<file path="src/rtl/sram_pkg.sv">
// sram_pkg: shared types and widths for the Wishbone-to-async-SRAM responder.
package sram_pkg;
  localparam int SRAM_AW = 19;
  localparam int SRAM_DW = 16;
  localparam int CNT_W   = 4;
  typedef enum logic [1:0] {IDLE, ACCESS, DONE} state_e;
endpackage

</file>
<file path="src/rtl/sram_wbs.sv">
// sram_wbs: Wishbone B4 pipelined responder driving a 512K x 16 asynchronous SRAM.
module sram_wbs
  import sram_pkg::*;
#(
  parameter int unsigned WAIT_STATES = 1
) (
  input  logic               clk_i,
  input  logic               _reset_i,
  input  logic               cyc_i,
  input  logic               stb_i,
  input  logic               we_i,
  input  logic [1:0]         sel_i,
  input  logic [SRAM_AW-1:0] adr_i,
  input  logic [SRAM_DW-1:0] dat_i,
  output logic               ack_o,
  output logic [SRAM_DW-1:0] dat_o,
  output logic               stall_o,
  output logic               _sram_ce,
  output logic               _sram_we,
  output logic               _sram_oe,
  output logic               _sram_ub,
  output logic               _sram_lb,
  output logic [SRAM_AW-1:0] sram_a,
  output logic [SRAM_DW-1:0] sram_d_out,
  output logic               sram_d_oe,
  input  logic [SRAM_DW-1:0] sram_d_in
);
  state_e             state_q, state_d;
  logic [CNT_W-1:0]   cnt_q, cnt_d;
  logic               abort_q, abort_d;
  logic [SRAM_DW-1:0] dat_q, dat_d;
  logic [SRAM_AW-1:0] a_q, a_d;
  logic [SRAM_DW-1:0] dout_q, dout_d;
  logic               doe_q, doe_d;
  logic               ce_q, ce_d, we_q, we_d, oe_q, oe_d, ub_q, ub_d, lb_q, lb_d;
  logic               accept;
  assign stall_o = state_q == ACCESS;
  assign accept  = cyc_i & stb_i & ~stall_o;
  assign ack_o   = (state_q == DONE) & ~abort_q & cyc_i;
  always_comb begin
    state_d = state_q;
    cnt_d   = cnt_q;
    abort_d = abort_q;
    dat_d   = dat_q;
    a_d     = a_q;
    dout_d  = dout_q;
    doe_d   = doe_q;
    ce_d    = ce_q;
    we_d    = we_q;
    oe_d    = oe_q;
    ub_d    = ub_q;
    lb_d    = lb_q;
    if (accept) begin
      state_d = ACCESS;
      cnt_d   = CNT_W'(WAIT_STATES);
      abort_d = 1'b0;
      a_d     = adr_i;
      dout_d  = dat_i;
      ub_d    = ~sel_i[1];
      lb_d    = ~sel_i[0];
      ce_d    = 1'b0;
      we_d    = ~we_i;
      oe_d    = we_i;
      doe_d   = we_i;
    end else if (state_q == ACCESS) begin
      abort_d = abort_q | ~cyc_i;
      cnt_d   = (cnt_q == '0) ? cnt_q : cnt_q - 1'b1;
      if (cnt_q == '0) begin
        state_d = DONE;
        dat_d   = oe_q ? dat_q : sram_d_in;
        we_d    = 1'b1;
        oe_d    = 1'b1;
      end
    end else if (state_q == DONE) begin
      // CE, address and write data were held through DONE for hold time
      state_d = IDLE;
      ce_d    = 1'b1;
      doe_d   = 1'b0;
      ub_d    = 1'b1;
      lb_d    = 1'b1;
    end
  end
  always_ff @(posedge clk_i or negedge _reset_i) begin
    if (!_reset_i) begin
      state_q <= IDLE;
      cnt_q   <= '0;
      abort_q <= 1'b0;
      dat_q   <= '0;
      a_q     <= '0;
      dout_q  <= '0;
      doe_q   <= 1'b0;
      ce_q    <= 1'b1;
      we_q    <= 1'b1;
      oe_q    <= 1'b1;
      ub_q    <= 1'b1;
      lb_q    <= 1'b1;
    end else begin
      state_q <= state_d;
      cnt_q   <= cnt_d;
      abort_q <= abort_d;
      dat_q   <= dat_d;
      a_q     <= a_d;
      dout_q  <= dout_d;
      doe_q   <= doe_d;
      ce_q    <= ce_d;
      we_q    <= we_d;
      oe_q    <= oe_d;
      ub_q    <= ub_d;
      lb_q    <= lb_d;
    end
  end
  assign dat_o      = dat_q;
  assign sram_a     = a_q;
  assign sram_d_out = dout_q;
  assign sram_d_oe  = doe_q;
  assign _sram_ce   = ce_q;
  assign _sram_we   = we_q;
  assign _sram_oe   = oe_q;
  assign _sram_ub   = ub_q;
  assign _sram_lb   = lb_q;
endmodule
</file>
<file path="config.mk">
export PLATFORM = sky130hd
export DESIGN_NAME = sram_wbs
export DESIGN_NICKNAME = d
export VERILOG_FILES = /design/src/rtl/sram_pkg.sv /design/src/rtl/sram_wbs.sv
export SDC_FILE = /design/constraint.sdc
export NUM_CORES = 1
export LEC_CHECK = 0
export CORE_MARGIN = 2
export CORE_UTILIZATION = 38
export DETAILED_ROUTE_END_ITERATION = 8
export GPL_ROUTABILITY_DRIVEN = 0
export PLACE_DENSITY = 0.84
export SLEW_MARGIN = 10
export SYNTH_ARGS = -nofsm -noshare
export SYNTH_HDL_FRONTEND = slang
export SYNTH_SLANG_ARGS = --single-unit
</file>
<file path="constraint.sdc">
create_clock -name clk_i -period 2.23 [get_ports clk_i]
set_input_delay 0.223 -clock clk_i [delete_from_list [all_inputs] [get_ports clk_i]]
set_output_delay 0.223 -clock clk_i [all_outputs]
set_load 0.02 [all_outputs]
</file>
**Word-level counts from Yosys, hierarchy flattened**

Index checks and enable logic that the tools add are counted.

- Logic and storage cells: 62
- Output and inout bits: 59
- Register bits: 64
- Input bits: 58

- Multiplexer cells: 21
- Reduce and logical (&&, ||, !) cells: 10
- $add $sub $neg: 1
- Bitwise operators: 13
- Equal/unequal tests: 5

Operators by type and width:

| kind | count |
|---|---|
| $mux 1 | 14 |
| $mux 4 | 3 |
| $mux 2 | 4 |
| $not 1->1 | 8 |
| $reduce_and 2->1 | 4 |
| $reduce_bool 2->1 | 3 |
| $and 1x1->1 | 4 |
| $logic_not 4->1 | 1 |
| $reduce_and 4->1 | 1 |
| $sub 4x1->4 const B | 1 |
| $ne 3x1->1 const B | 1 |
| $reduce_bool 3->1 | 1 |
| $eq 2x1->1 const B | 1 |
| $eq 2x2->1 const B | 1 |
| $ne 2x1->1 const B | 1 |
| $ne 2x2->1 const B | 1 |
| $or 1x1->1 | 1 |

**Logic depth before layout (Yosys ltp)**

- Depth in word-level cells: 5
- Mapped depth: 7
- Mapped depth without buffers: 5

**Least setup slack after synthesis**

No wires, ideal clock.

- Path kind: register to register
- From: reg cnt_q[0]
- To: reg dat_q[10], in the netlist dat_o[10]
- Setup time: 125 ps
- Data required time: 2105 ps
- Period minus slack after synthesis: 1981 ps
- Arrival: 1856 ps
- Setup slack: 249 ps
- Cell stages (with the launch flop): 8
- Buffers on the path: 2
- Cells stage by stage: dfrtp_1 inv_1 ha_1 or3b_1 or3_1 buf_6 buf_12 mux2_4

- Cells in the longest elaborated chain, start to end: 2

Ends and longest elaborated chain:

| what | RTL line | text |
|---|---|---|
| start, declared | sram_wbs.sv:29 | `logic [CNT_W-1:0] cnt_q, cnt_d;` |
| start signal, assigned | sram_wbs.sv:99 | `cnt_q <= cnt_d;` |
| $logic_not 4->1 | sram_wbs.sv:68 | `if (cnt_q == '0) begin` |
| $reduce_and 4->1 (no line) | n/a |  |
| end signal, assigned | sram_wbs.sv:101 | `dat_q <= dat_d;` |
| end, declared | sram_wbs.sv:31 | `logic [SRAM_DW-1:0] dat_q, dat_d;` |

Every way passes these cells.
A chain may end at the register's enable or synchronous reset.

**Worst setup path in the final report**

- From: reg state_q[0]
- To: out ack_o

- Cells in the longest elaborated chain, start to end: 3

Ends and longest elaborated chain:

| what | RTL line | text |
|---|---|---|
| start, declared | sram_wbs.sv:28 | `state_e state_q, state_d;` |
| start signal, assigned | sram_wbs.sv:98 | `state_q <= state_d;` |
| $eq 2x2->1 | sram_wbs.sv:39 | `assign ack_o = (state_q == DONE) & ~abort_q & cyc_i;` |
| $and 1x1->1 (2 in a row) | sram_wbs.sv:39 |  |
| end, declared | sram_wbs.sv:15 | `output logic ack_o,` |

Every way passes these cells.

==> key figures <==
Status
  – Status: finished clean

Floorplan
  – Die Area: 7450 um^2
  – Initial Util: 38.6%
  – Die X: 86.3 um
  – Core Region: 6680 um^2
  – # rows: 30
  – I/O pin count: 117
  – Die height: 86.3 um

Route
  – Starting DRT DRC Count: 45
  – Routed Antenna Nets: 0
  – Met2 routed WL: 2550 um
  – Via/cell ratio: 4.83
  – WL met1: 2320 um
  – Routed wl met3: 546 um
  – Via count: 1836
  – Detailed-route wire length: 5480 um
  – DRT Pass-1 Iters: 4
  – WL/cell: 14.4 um
  – # DRC: 0
  – DR top layer: met4

Clock tree
  – Clk_lat worst skew: 320 ps
  – Worst-path clk slew: 70 ps
  – CTS tree: built
  – Max H-tree Level: 3
  – Post-CTS Setup Repair Bufs: 0
  – Clock sinks: 64
  – Clock Tree Buf Depth: 2
  – Root buf cell: clkbuf_8
  – Inserted Clock Buffers: 9

Synthesis
  – Post-synthesis instance area: 2580 um^2
  – Seq/Total Area, Yosys: 62.4%
  – Synth async-reset ratio: 100%
  – Netlist cell types: 33
  – Top cells by area, synth: dfrtp_1 57%, mux2_2 18%, mux2_4 5.8%
  – Main synth FF type: dfrtp_1
  – Number of synthesized register bits: 64
  – Syn nets: 231
  – EDFF count, synth: 0
  – Yosys top cell by area: dfrtp_1
  – Syn_area_per_cell: 15.1 um^2
  – Share of the synthesized area in the top cell type: 57.3%
  – Warnings from Yosys: 0
  – Syn Inst Count: 171

Placement
  – # port buffers: 116
  – Post-detail-place hpwl: 4000 um
  – Dpl cells: 364
  – Dpl ws: 205 ps

Critical path
  – Crit path max fanout: 5
  – FF-to-FF Start: cnt_q[0]$_DFFE_PN0P_
  – Kind of cell adding the most delay to the critical path: buffers and inverters
  – Number of stages on the worst setup path: 3
  – Crit-path max cell delay: 600 ps
  – Flop-to-flop setup slack: 180 ps
  – Crit-path cells: nor2b_1 -> and3b_1 -> clkdlybuf4s50_1
  – Crit. End Element: primary output
  – Startpoint Class: register
  – CP Buf/Inv Count: 1
  – Worst setup path startpoint: state_q[0]$_DFFE_PN0P_
  – FF-to-FF path depth: 6
  – Arr. time, crit path: 1880 ps
  – Required time of the critical path: 2010 ps
  – Crit path kind: reg -> out
  – Critical-path top delay cell: clkdlybuf4s50_1

Pwr
  – Total power: 0.00605 W
  – Power per cell area: 1500 nW/um^2
  – LEAKAGE: 1.70 nW
  – VDD IR max: 0.737 mV

Finish
  – Area of the multi-input gates: 906 um^2
  – Reg area: 1610 um^2
  – Non-filler cells, final: 380
  – Diodes inserted: 0
  – Commonest non-fill, non-tap cells in the layout: 115 x clkdlybuf4s50_1, 59 x dfrtp_1, 41 x mux2_2
  – P&R area growth vs syn: 56.2%
  – Finished Core Util: 60.2%
  – Commonest non-fill, non-tap cell in the layout: clkdlybuf4s50_1
  – Layout cells sized above 1: 27.3%
  – Final Net Count: 356
  – Fillers: 530

GRT
  – Grt ovf: 0
  – Vias in the first global route: 2018
  – Total global-route track usage: 15.7%
  – Largest net degree at the start of global routing: 39
  – First-pass GRT wire length: 9180 um
  – Initial antenna violation count: 0

STA
  – Max-slew violation count: 0
  – RSZ-0062 raised after global routing: false
  – Final Skew: 9.02 ps
  – Final worst slack: 130 ps
  – Fin crit period: 2100 ps
  – Setup-failing EPs final: 0
  – Worst-margin pin slew: 534 ps
  – Max Fclk: 476 MHz
  – Final hold violation count: 0
  – Tcrit/Tclk final: 94.2%
  – Slew HR: 64.3%
  – TNS Setup: 0 ps

Min path
  – Hold Path Cell Cnt: 2
  – Worst Hold Class: in -> reg
  – Hold Startpoint: sel_i[0]

Job
  – Maxcap violations: 0
-- sequential cells by signal, summed over array words and instances, names as in the netlist --
register	cells
_sram_lb	1
_sram_oe	1
sram_a	19
_sram_ub	1
sram_d_out	16
_sram_ce	1
sram_d_oe	1
_sram_we	1
state_q	2
cnt_q	4
abort_q	1
dat_o	16
-- stage by stage --
| step | hold WS [ps] | area (um^2) |
|---|---|---|
| CTS | 410 | 4020 |
| finish | 421 | 4030 |
| detailed placement | 275 | 3820 |
| global placement | 271 | 3820 |
| global route | 412 | 4030 |
| floorplan | -72.6 | 2580 |
-- layout make-up --
class / instances / area share [%]
clock buffer: 13 / 4.45
clock inverter: 2 / 0.311
inverter: 3 / 0.280
multi-input combinational: 97 / 22.5
sequential: 64 / 39.9
tap: 80 / 2.49
timing repair buffer: 121 / 30.0
-- where the power goes --
part,total (W),switching (W),internal [W]
registers,0.00209,0.000312,0.00178
logic,0.00303,0.00137,0.00166
clock network,0.000932,0.000414,0.000517
-- what timing repair did --
item                                    in CTS  in global routing
resized for setup                            0                  1
hold endpoints to repair                    59                  0
hold buffers                                 1                  0
endpoints found under the setup margin       0                  1
-- metal layers --
layer / global-route usage (%) / up-vias
met4: 6.39 / 0
met2: 25.0 / 88
met5: 0 / -
li1: - / 855
met3: 6.10 / 8
met1: 19.1 / 885
-- path summary, 6_finish.rpt --
check,endpoint
setup / recovery,ack_o
hold / removal,_sram_lb$_DFFE_PN1P_
setup reg to reg,dat_o[11]$_DFFE_PN0P_
hold reg to reg,abort_q$_DFFE_PN0P_
max in group asynchronous,_sram_ce$_DFFE_PN1P_
min in group asynchronous,cnt_q[1]$_DFFE_PN0P_
-- cell usage after synthesis, types with 2 or more instances --
cell,number
ha_1,2
inv_1,2
nand3_1,5
o22ai_1,2
a21oi_1,3
buf_4,2
buf_2,3
mux2_2,41
o21ai_0,4
mux2_4,10
a31o_2,2
nand2b_1,2
nand2_1,4
dfstp_2,5
dfrtp_1,59
nor3_1,3
nor2b_1,3
nor2_1,4
-- cells by family after synthesis --
kind of cell / synth area share, %
flops: 62.4
mux: 24.1
simple gates: 6.27
compound gates: 3.40
buf+inv: 2.82
fa+ha+maj: 0.971
Power figures use the tool's default switching activity.
